## config.mk

```make
export PLATFORM = sky130hd
export DESIGN_NAME = main_control_fsm_flat
export DESIGN_NICKNAME = d
export VERILOG_FILES = /design/src/rtl/main_control_fsm_if.sv /design/src/rtl/main_control_fsm.sv /design/src/flat_wrapper.sv
export SDC_FILE = /design/constraint.sdc
export NUM_CORES = 1
export LEC_CHECK = 0
export CAP_MARGIN = 10
export CORE_AREA = 3 3 50 52
export CTS_BUF_LIST = sky130_fd_sc_hd__clkbuf_2
export CTS_CLUSTER_SIZE = 10
export DETAILED_ROUTE_END_ITERATION = 8
export DIE_AREA = 0 0 53 55
export MAX_ROUTING_LAYER = met4
export PLACE_DENSITY = 0.87
export SYNTH_ARGS = -nofsm -noshare
export SYNTH_HDL_FRONTEND = slang
export SYNTH_SLANG_ARGS = --single-unit
```

## constraint.sdc

```tcl
create_clock -name clk -period 1.62 [get_ports clk]
set_input_delay 0.243 -clock clk [delete_from_list [all_inputs] [get_ports clk]]
set_output_delay 0.243 -clock clk [all_outputs]
set_load 0.005 [all_outputs]
```

## src/rtl/main_control_fsm_if.sv

```systemverilog
// Control bundle between the multicycle MIPS main control unit and its datapath.
// master = control unit, slave = datapath side (instruction fields and ALU flags in, controls out).
interface main_control_fsm_if;
  logic [5:0] opcode;
  logic [5:0] funct;
  logic       zero;
  logic       overflow;
  logic       pc_write;
  logic       iord;
  logic       mem_read;
  logic       mem_write;
  logic       ir_write;
  logic       reg_dst;
  logic       mem_to_reg;
  logic       reg_write;
  logic       alu_src_a;
  logic [1:0] alu_src_b;
  logic [2:0] ula_op;
  logic [1:0] pc_source;
  logic       epc_write;
  logic [1:0] exc_cause;

  modport master (
    input  opcode, funct, zero, overflow,
    output pc_write, iord, mem_read, mem_write, ir_write, reg_dst, mem_to_reg,
           reg_write, alu_src_a, alu_src_b, ula_op, pc_source, epc_write, exc_cause
  );

  modport slave (
    output opcode, funct, zero, overflow,
    input  pc_write, iord, mem_read, mem_write, ir_write, reg_dst, mem_to_reg,
           reg_write, alu_src_a, alu_src_b, ula_op, pc_source, epc_write, exc_cause
  );
endinterface

```

## src/rtl/main_control_fsm.sv

```systemverilog
// Multicycle MIPS main control: sequences fetch/decode/execute/memory/writeback,
// traps illegal opcodes and signed overflow to the exception vector.
module main_control_fsm #(
  parameter int MEM_LAT = 1
) (
  input logic               clk,
  input logic               reset,
  main_control_fsm_if.master bus
);

  localparam logic [2:0] LAT3 = 3'(MEM_LAT);

  localparam logic [5:0] OP_R     = 6'h00;
  localparam logic [5:0] OP_J     = 6'h02;
  localparam logic [5:0] OP_BEQ   = 6'h04;
  localparam logic [5:0] OP_BNE   = 6'h05;
  localparam logic [5:0] OP_ADDI  = 6'h08;
  localparam logic [5:0] OP_ADDIU = 6'h09;
  localparam logic [5:0] OP_ANDI  = 6'h0C;
  localparam logic [5:0] OP_XORI  = 6'h0E;
  localparam logic [5:0] OP_LW    = 6'h23;
  localparam logic [5:0] OP_SW    = 6'h2B;

  typedef enum logic [3:0] {
    RESET_ST, FETCH, DECODE, R_EXEC, R_WB, ADDI_EXEC, ANDI_EXEC, XORI_EXEC,
    I_WB, MEM_ADDR, MEM_READ, LOAD_WB, MEM_WRITE, BRANCH, JUMP, EXC
  } state_t;

  state_t     state, state_nxt;
  logic [2:0] cnt;
  logic [1:0] cause, cause_nxt;
  logic       mem_done;
  logic       trap_r;

  logic       pc_write_c, iord_c, mem_read_c, mem_write_c, ir_write_c;
  logic       reg_dst_c, mem_to_reg_c, reg_write_c, alu_src_a_c, epc_write_c;
  logic [1:0] alu_src_b_c, pc_source_c;
  logic [2:0] ula_op_c;

  assign mem_done = (cnt == LAT3);
  assign trap_r   = ((bus.funct == 6'h20) || (bus.funct == 6'h22)) && bus.overflow;

  always_ff @(posedge clk) begin
    if (reset) begin
      state <= RESET_ST;
      cnt   <= 3'd0;
      cause <= 2'b00;
    end else begin
      state <= state_nxt;
      cause <= cause_nxt;
      // The counter idles at zero, so entry into either memory state starts it cleared.
      if (((state == FETCH) || (state == MEM_READ)) && !mem_done) cnt <= cnt + 3'd1;
      else                                                        cnt <= 3'd0;
    end
  end

  always_comb begin
    state_nxt    = state;
    cause_nxt    = cause;
    pc_write_c   = 1'b0;
    iord_c       = 1'b0;
    mem_read_c   = 1'b0;
    mem_write_c  = 1'b0;
    ir_write_c   = 1'b0;
    reg_dst_c    = 1'b0;
    mem_to_reg_c = 1'b0;
    reg_write_c  = 1'b0;
    alu_src_a_c  = 1'b0;
    alu_src_b_c  = 2'b00;
    ula_op_c     = 3'b000;
    pc_source_c  = 2'b00;
    epc_write_c  = 1'b0;

    unique case (state)
      RESET_ST: state_nxt = FETCH;
      FETCH: begin
        mem_read_c = 1'b1;
        if (mem_done) begin
          ir_write_c  = 1'b1;
          pc_write_c  = 1'b1;
          alu_src_b_c = 2'b01;
          state_nxt   = DECODE;
        end
      end
      DECODE: begin
        alu_src_b_c = 2'b10;
        case (bus.opcode)
          OP_R:              state_nxt = R_EXEC;
          OP_LW, OP_SW:      state_nxt = MEM_ADDR;
          OP_BEQ, OP_BNE:    state_nxt = BRANCH;
          OP_J:              state_nxt = JUMP;
          OP_ADDI, OP_ADDIU: state_nxt = ADDI_EXEC;
          OP_ANDI:           state_nxt = ANDI_EXEC;
          OP_XORI:           state_nxt = XORI_EXEC;
          default: begin
            state_nxt = EXC;
            cause_nxt = 2'b01;
          end
        endcase
      end
      R_EXEC: begin
        alu_src_a_c = 1'b1;
        ula_op_c    = 3'b010;
        state_nxt   = R_WB;
      end
      R_WB: begin
        reg_dst_c = 1'b1;
        if (trap_r) begin
          state_nxt = EXC;
          cause_nxt = 2'b10;
        end else begin
          reg_write_c = 1'b1;
          state_nxt   = FETCH;
        end
      end
      ADDI_EXEC: begin
        alu_src_a_c = 1'b1;
        alu_src_b_c = 2'b10;
        state_nxt   = I_WB;
      end
      ANDI_EXEC: begin
        alu_src_a_c = 1'b1;
        alu_src_b_c = 2'b11;
        ula_op_c    = 3'b011;
        state_nxt   = I_WB;
      end
      XORI_EXEC: begin
        alu_src_a_c = 1'b1;
        alu_src_b_c = 2'b11;
        ula_op_c    = 3'b100;
        state_nxt   = I_WB;
      end
      I_WB: begin
        // Only addi traps; addiu shares this state but never raises overflow.
        if ((bus.opcode == OP_ADDI) && bus.overflow) begin
          state_nxt = EXC;
          cause_nxt = 2'b10;
        end else begin
          reg_write_c = 1'b1;
          state_nxt   = FETCH;
        end
      end
      MEM_ADDR: begin
        alu_src_a_c = 1'b1;
        alu_src_b_c = 2'b10;
        state_nxt   = (bus.opcode == OP_LW) ? MEM_READ : MEM_WRITE;
      end
      MEM_READ: begin
        mem_read_c = 1'b1;
        iord_c     = 1'b1;
        if (mem_done) state_nxt = LOAD_WB;
      end
      LOAD_WB: begin
        mem_to_reg_c = 1'b1;
        reg_write_c  = 1'b1;
        state_nxt    = FETCH;
      end
      MEM_WRITE: begin
        mem_write_c = 1'b1;
        iord_c      = 1'b1;
        state_nxt   = FETCH;
      end
      BRANCH: begin
        alu_src_a_c = 1'b1;
        ula_op_c    = 3'b001;
        pc_source_c = 2'b01;
        pc_write_c  = (bus.opcode == OP_BEQ) ? bus.zero : ~bus.zero;
        state_nxt   = FETCH;
      end
      JUMP: begin
        pc_source_c = 2'b10;
        pc_write_c  = 1'b1;
        state_nxt   = FETCH;
      end
      EXC: begin
        epc_write_c = 1'b1;
        pc_source_c = 2'b11;
        pc_write_c  = 1'b1;
        state_nxt   = FETCH;
      end
      default: state_nxt = RESET_ST;
    endcase
  end

  // Write enables are gated by reset so an aborted instruction never commits.
  assign bus.pc_write   = pc_write_c  & ~reset;
  assign bus.mem_write  = mem_write_c & ~reset;
  assign bus.ir_write   = ir_write_c  & ~reset;
  assign bus.reg_write  = reg_write_c & ~reset;
  assign bus.epc_write  = epc_write_c & ~reset;
  assign bus.iord       = iord_c;
  assign bus.mem_read   = mem_read_c;
  assign bus.reg_dst    = reg_dst_c;
  assign bus.mem_to_reg = mem_to_reg_c;
  assign bus.alu_src_a  = alu_src_a_c;
  assign bus.alu_src_b  = alu_src_b_c;
  assign bus.ula_op     = ula_op_c;
  assign bus.pc_source  = pc_source_c;
  assign bus.exc_cause  = cause;

endmodule

```

## src/flat_wrapper.sv

```systemverilog
// flat-port wrapper written by rule: the top's interface ports become plain ports
module main_control_fsm_flat 
#(
  parameter int MEM_LAT = 1
)
  (clk, reset, bus_opcode, bus_funct, bus_zero, bus_overflow, bus_pc_write, bus_iord, bus_mem_read, bus_mem_write, bus_ir_write, bus_reg_dst, bus_mem_to_reg, bus_reg_write, bus_alu_src_a, bus_alu_src_b, bus_ula_op, bus_pc_source, bus_epc_write, bus_exc_cause);
  main_control_fsm_if bus_i ();
  input logic clk;
  input logic reset;
  input wire logic [$bits(bus_i.opcode)-1:0] bus_opcode;
  input wire logic [$bits(bus_i.funct)-1:0] bus_funct;
  input wire logic [$bits(bus_i.zero)-1:0] bus_zero;
  input wire logic [$bits(bus_i.overflow)-1:0] bus_overflow;
  output wire logic [$bits(bus_i.pc_write)-1:0] bus_pc_write;
  output wire logic [$bits(bus_i.iord)-1:0] bus_iord;
  output wire logic [$bits(bus_i.mem_read)-1:0] bus_mem_read;
  output wire logic [$bits(bus_i.mem_write)-1:0] bus_mem_write;
  output wire logic [$bits(bus_i.ir_write)-1:0] bus_ir_write;
  output wire logic [$bits(bus_i.reg_dst)-1:0] bus_reg_dst;
  output wire logic [$bits(bus_i.mem_to_reg)-1:0] bus_mem_to_reg;
  output wire logic [$bits(bus_i.reg_write)-1:0] bus_reg_write;
  output wire logic [$bits(bus_i.alu_src_a)-1:0] bus_alu_src_a;
  output wire logic [$bits(bus_i.alu_src_b)-1:0] bus_alu_src_b;
  output wire logic [$bits(bus_i.ula_op)-1:0] bus_ula_op;
  output wire logic [$bits(bus_i.pc_source)-1:0] bus_pc_source;
  output wire logic [$bits(bus_i.epc_write)-1:0] bus_epc_write;
  output wire logic [$bits(bus_i.exc_cause)-1:0] bus_exc_cause;
  assign bus_i.opcode = bus_opcode;
  assign bus_i.funct = bus_funct;
  assign bus_i.zero = bus_zero;
  assign bus_i.overflow = bus_overflow;
  assign bus_pc_write = bus_i.pc_write;
  assign bus_iord = bus_i.iord;
  assign bus_mem_read = bus_i.mem_read;
  assign bus_mem_write = bus_i.mem_write;
  assign bus_ir_write = bus_i.ir_write;
  assign bus_reg_dst = bus_i.reg_dst;
  assign bus_mem_to_reg = bus_i.mem_to_reg;
  assign bus_reg_write = bus_i.reg_write;
  assign bus_alu_src_a = bus_i.alu_src_a;
  assign bus_alu_src_b = bus_i.alu_src_b;
  assign bus_ula_op = bus_i.ula_op;
  assign bus_pc_source = bus_i.pc_source;
  assign bus_epc_write = bus_i.epc_write;
  assign bus_exc_cause = bus_i.exc_cause;
  main_control_fsm #(.MEM_LAT(MEM_LAT)) u_core (.clk(clk), .reset(reset), .bus(bus_i));
endmodule
```

==> results of run 1 <==
==> synthesized netlist by cell type (all sizes together) (4+ instances only) <==
library cell | n | area, um2
nand2 | 13 | 48.80
buf | 6 | 32.53
o22ai | 5 | 31.28
nor3 | 4 | 25.02
dfxtp | 9 | 180.2
o21ai | 4 | 20.01
inv | 7 | 26.28
a21oi | 8 | 40.04
nor2 | 23 | 86.33
==> kinds of logic after synthesis <==
logic type | after synthesis | share of synthesized area
mux | 3 | 0.03342
buf+inv | 14 | 0.07353
flops | 9 | 0.1925
xor+xnor | 5 | 0.04680
compound gates | 35 | 0.2848
simple gates | 61 | 0.3422
fa+ha+maj | 2 | 0.02673
==> repair_timing <==
item                       in CTS
setup endpoints to repair      26
hold buffers                    0
pin swaps                      28
gates resized for setup       122
buffers inserted               22
==> through the flow <==
step / std cells / worst slack, ps
CTS: 257 / -131.2
detailed placement: 233 / -665.3
global placement: 233 / -603.9
floorplan: 129 / 176.2
==> reports/qor.yml, run 1 <==
die:
  initial_core_util: 0.4356
  dieHeight_um: 55
  io_pins: 35
  die_x_um: 53
  num_rows: 17
synth:
  synth_edf_count: 0
  yosysWarnings: 0
  syn_area_per_cell_um2: 7.255
  synth_area_um2: 935.9
  async_flop_share: 0
  seq_area_frac_synth: 0.1925
  synthFlopType: "dfxtp_1"
  ys_seq_elements: 9
  syn-num-nets: 147
  synth_cell_types: 52
  syn_inst: 129
clocking:
  clockBufferDepth: 2
  htreeDepth: 1
  cts-buffers-inserted: 3
  clkSinkCount: 9
  cts-root-buf: "clkbuf_2"
run_status:
  lastStage: "5_1_grt"
  status: "aborted with a tool error"
  tool.error: "[ERROR DPL-0038] Utilization greater than 100%, impossible to legalize"
sta:
  crit_endpoint: "u_core.state[3]$_SDFFE_PP0P_/D"
  worst-ep-kind: "sequential cell input"
grt:
  grt_start_max_net_pins: 9
placement:
  io_buffers: 33
  routabilityCongestion: 0.8800
  hpwl_mm: 2.842
  place_area_um2: 1634
==> run 2, diff against run 1 <==
CORE_AREA = 3 3 64 66   (was 3 3 50 52)
CTS_BUF_LIST = unset   (was sky130_fd_sc_hd__clkbuf_2)
CTS_CLUSTER_SIZE = unset   (was 10)
DIE_AREA = 0 0 67 69   (was 0 0 53 55)
MAX_ROUTING_LAYER = unset   (was met4)
PLACE_DENSITY = unset   (was 0.87)
PLACE_DENSITY_LB_ADDON = 0.15   (was unset)
==> reports/qor.yml, run 2 <==
critical_path:
  start_kind: "register"
  slowest_delay_ps: 420
  worstPathCellList: "buf_6, buf_6, buf_6, nand3b_1, buf_4, a221oi_4, a311o_2, a31o_4, o21ai_2"
  slowest_stage: "a311o_2"
  critPathTopFamily: "compound AO/OA/AOI/OAI gates"
  endpoint_kind: "register"
  critPathKind: "register to register"
  cp_data_required_time_ps: 1790
  crit_buf_inv: 4
  cp_data_arrival_time_ps: 1970
  path_max_fanout: 4
  crit_path_frequent_cell: "buf_6"
placement:
  io_buffers: 33  # unchanged
  place_inst: 258  # +11%
  place_area_um2: 1697  # +3.8%
  routabilityCongestion: 0.8832  # +0.36%
  hpwl_mm: 2.895  # +1.9%
sta:
  grt_setup_unrepaired: "true"
  timing.hold.ws_ps: 461.3
  fmax_mhz: 555.7
  finalHoldViolCount: 0
  setup_ws_ps: -179.7
  setup_violations: 14
  drv_slew: 0
  worst_slew_pin_slew_ps: 278.9
  finalSetupTns_ps: -907.2
  slew_headroom: 0.8088
  fin_crit_sh: 1.111
  clock_skew_ps: 2.302
  period_minus_slack_ps: 1800
drt:
  first_iter_violations: 41
  routed_wl_mm: 4.247
  drc: 0
  ant_nets: 0
  vias_per_cell: 4.969
  wire_per_inst_um: 14.70
  vias: 1436
  first_pass_iters: 4
clocking:
  cts-buffers-inserted: 3  # unchanged
  cts-root-buf: "clkbuf_8"
  clkSinkCount: 9  # unchanged
  htreeDepth: 1  # unchanged
  clockBufferDepth: 2  # unchanged
  clkLatencyLatePin_ps: 230
  clk_pin_slew_ps: 40
  cts_tree: "yes"
final_layout:
  instances_no_fill: 289
  design_area_um2: 2186
  final_common_cell: "buf_4"
  nNetsFinal: 260
  diodes: 0
  most-common-layout-cells: "62 x buf_4, 24 x buf_6, 16 x nor2_1, 14 x buf_2"
  largest_reg_flops: 4
  fillers: 316
  regMostFlops: "u_core.state"
  syn2layout_area_growth_pct: 133.6
  drive_gt1_frac: 0.6805
run_status:
  status: "finished with violations"
  failed_checks: "setup timing"
synth:
  syn-num-nets: 147  # unchanged
  synth_commonest_cells: "23 x nor2_1, 13 x nand2_1, 9 x dfxtp_1"
  synthTopCellsByArea: "dfxtp_1 19%, nor2_1 9.2%, nand2_1 5.2%"
  synth_edf_count: 0  # unchanged
  async_flop_share: 0  # unchanged
  seq_area_frac_synth: 0.1925  # unchanged
  synthFlopType: "dfxtp_1"
  yosysTopAreaCellShare: 0.1925  # unchanged
  synth_area_um2: 935.9  # unchanged
  syn_inst: 129  # unchanged
  synth.largest_area_cell: "dfxtp_1"
  ys_seq_elements: 9  # unchanged
  syn_area_per_cell_um2: 7.255  # unchanged
  yosysWarnings: 0  # unchanged
  yosysMostFrequentCell: "nor2_1"
  synth_cell_types: 52  # unchanged
die:
  dieHeight_um: 69  # +25%
  die_area_um2: 4623
  die_x_um: 67  # +26%
  io_pins: 35  # unchanged
  core_um2: 3633
  initial_core_util: 0.2576  # -0.1781
  num_rows: 22  # +5
grt:
  grt_pass1_wl_mm: 6.596
  antenna_found_initial: 0
  grt_start_max_net_pins: 12
  grtUsageTotal: 0.1792
  grt_pass1_vias: 1450
  grt-ovfl-total: 0
flow_run:
  max_cap_violations: 0
power:
  ir_drop_mv: 0.9196
  total_power_mw: 3.142
  p_leak_nw: 0.9682
  power_density_nw_per_um2: 1438
hold_path:
  min_path_type: "register to register"
run 2: cell counts after synthesis:
Identical to the previous run, type by type.
run 2: layout make-up:
class | count | area (um2) | area share
flip-flops and latches | 9 | 192.7 | 0.08815
inverters | 7 | 28.78 | 0.01317
clock buffers | 4 | 45.04 | 0.02061
repair buffers | 115 | 939.7 | 0.4299
multi-input cells | 106 | 919.6 | 0.4207
well taps | 48 | 60.06 | 0.02748
run 2: metrics by stage:
| stage | util | setup slack, ps |
|---|---|---|
| floorplan | - | 176.2 |
| global placement | 0.4669 | -575.6 |
| detailed placement | 0.4669 | -598.5 |
| CTS | 0.5582 | -132.4 |
| global route | 0.6016 | -199.3 |
| finish | 0.6016 | -179.7 |
run 2: worst paths after layout:
| check | endpoint | depth (start not counted) | startpoint | slack, ps |
|---|---|---|---|---|
| worst min register to register | u_core.bus.exc_cause[1] | 2 | u_core.bus.exc_cause[1] | 460 |
| worst min-delay path | u_core.bus.exc_cause[1] | 2 | u_core.bus.exc_cause[1] | 460 |
| worst max register to register | u_core.state[0] | 9 | u_core.state[1] | -180 |
| worst max-delay path | u_core.state[0] | 9 | u_core.state[1] | -180 |
run 2: repair_timing:
item / CTS / global route
hold buffers: 0 / 0
setup buffers: 21 / 8
pin swaps: 25 / 17
resized for setup: 142 / 30
setup endpoints to repair: 26 / 21
endpoints found under the hold margin: 0 / 0
run 2: logic make-up (layout without fill, tap and decap cells):
group | Yosys count | after routing | share of synthesized area
AND/OR/NAND/NOR | 61 | 61 | 0.3422
AO/OA/AOI/OAI | 35 | 35 | 0.2848
buffers and inverters | 14 | 126 | 0.07353
flip-flops | 9 | 9 | 0.1925
XOR/XNOR | 5 | 5 | 0.04680
multiplexers | 3 | 3 | 0.03342
adder cells (fa/ha/maj) | 2 | 2 | 0.02673
run 2: routing by layer:
layer	track usage	vias to the layer above	routed length, um
li1	-	699	-
met1	0.2168	681	1742
met2	0.3210	41	2225
met3	0.01303	15	129
met4	0.06306	0	149
met5	0	-	0
run 2: where the power goes:
group | total (mW) | switching [mW] | internal [mW]
Clock | 0.259 | 0.0879 | 0.171
Sequential | 0.399 | 0.0919 | 0.307
Combinational | 2.48 | 1.07 | 1.42
Total | 3.14 | 1.25 | 1.89
run 2: tightest hold or removal path: cells and delay by family, from the launching register on:
kind	cells	cell delay [ps]
AOI/OAI and AO/OA	2	100
DFF	1	310
Note: power is estimated with default switching activity, not from simulation.
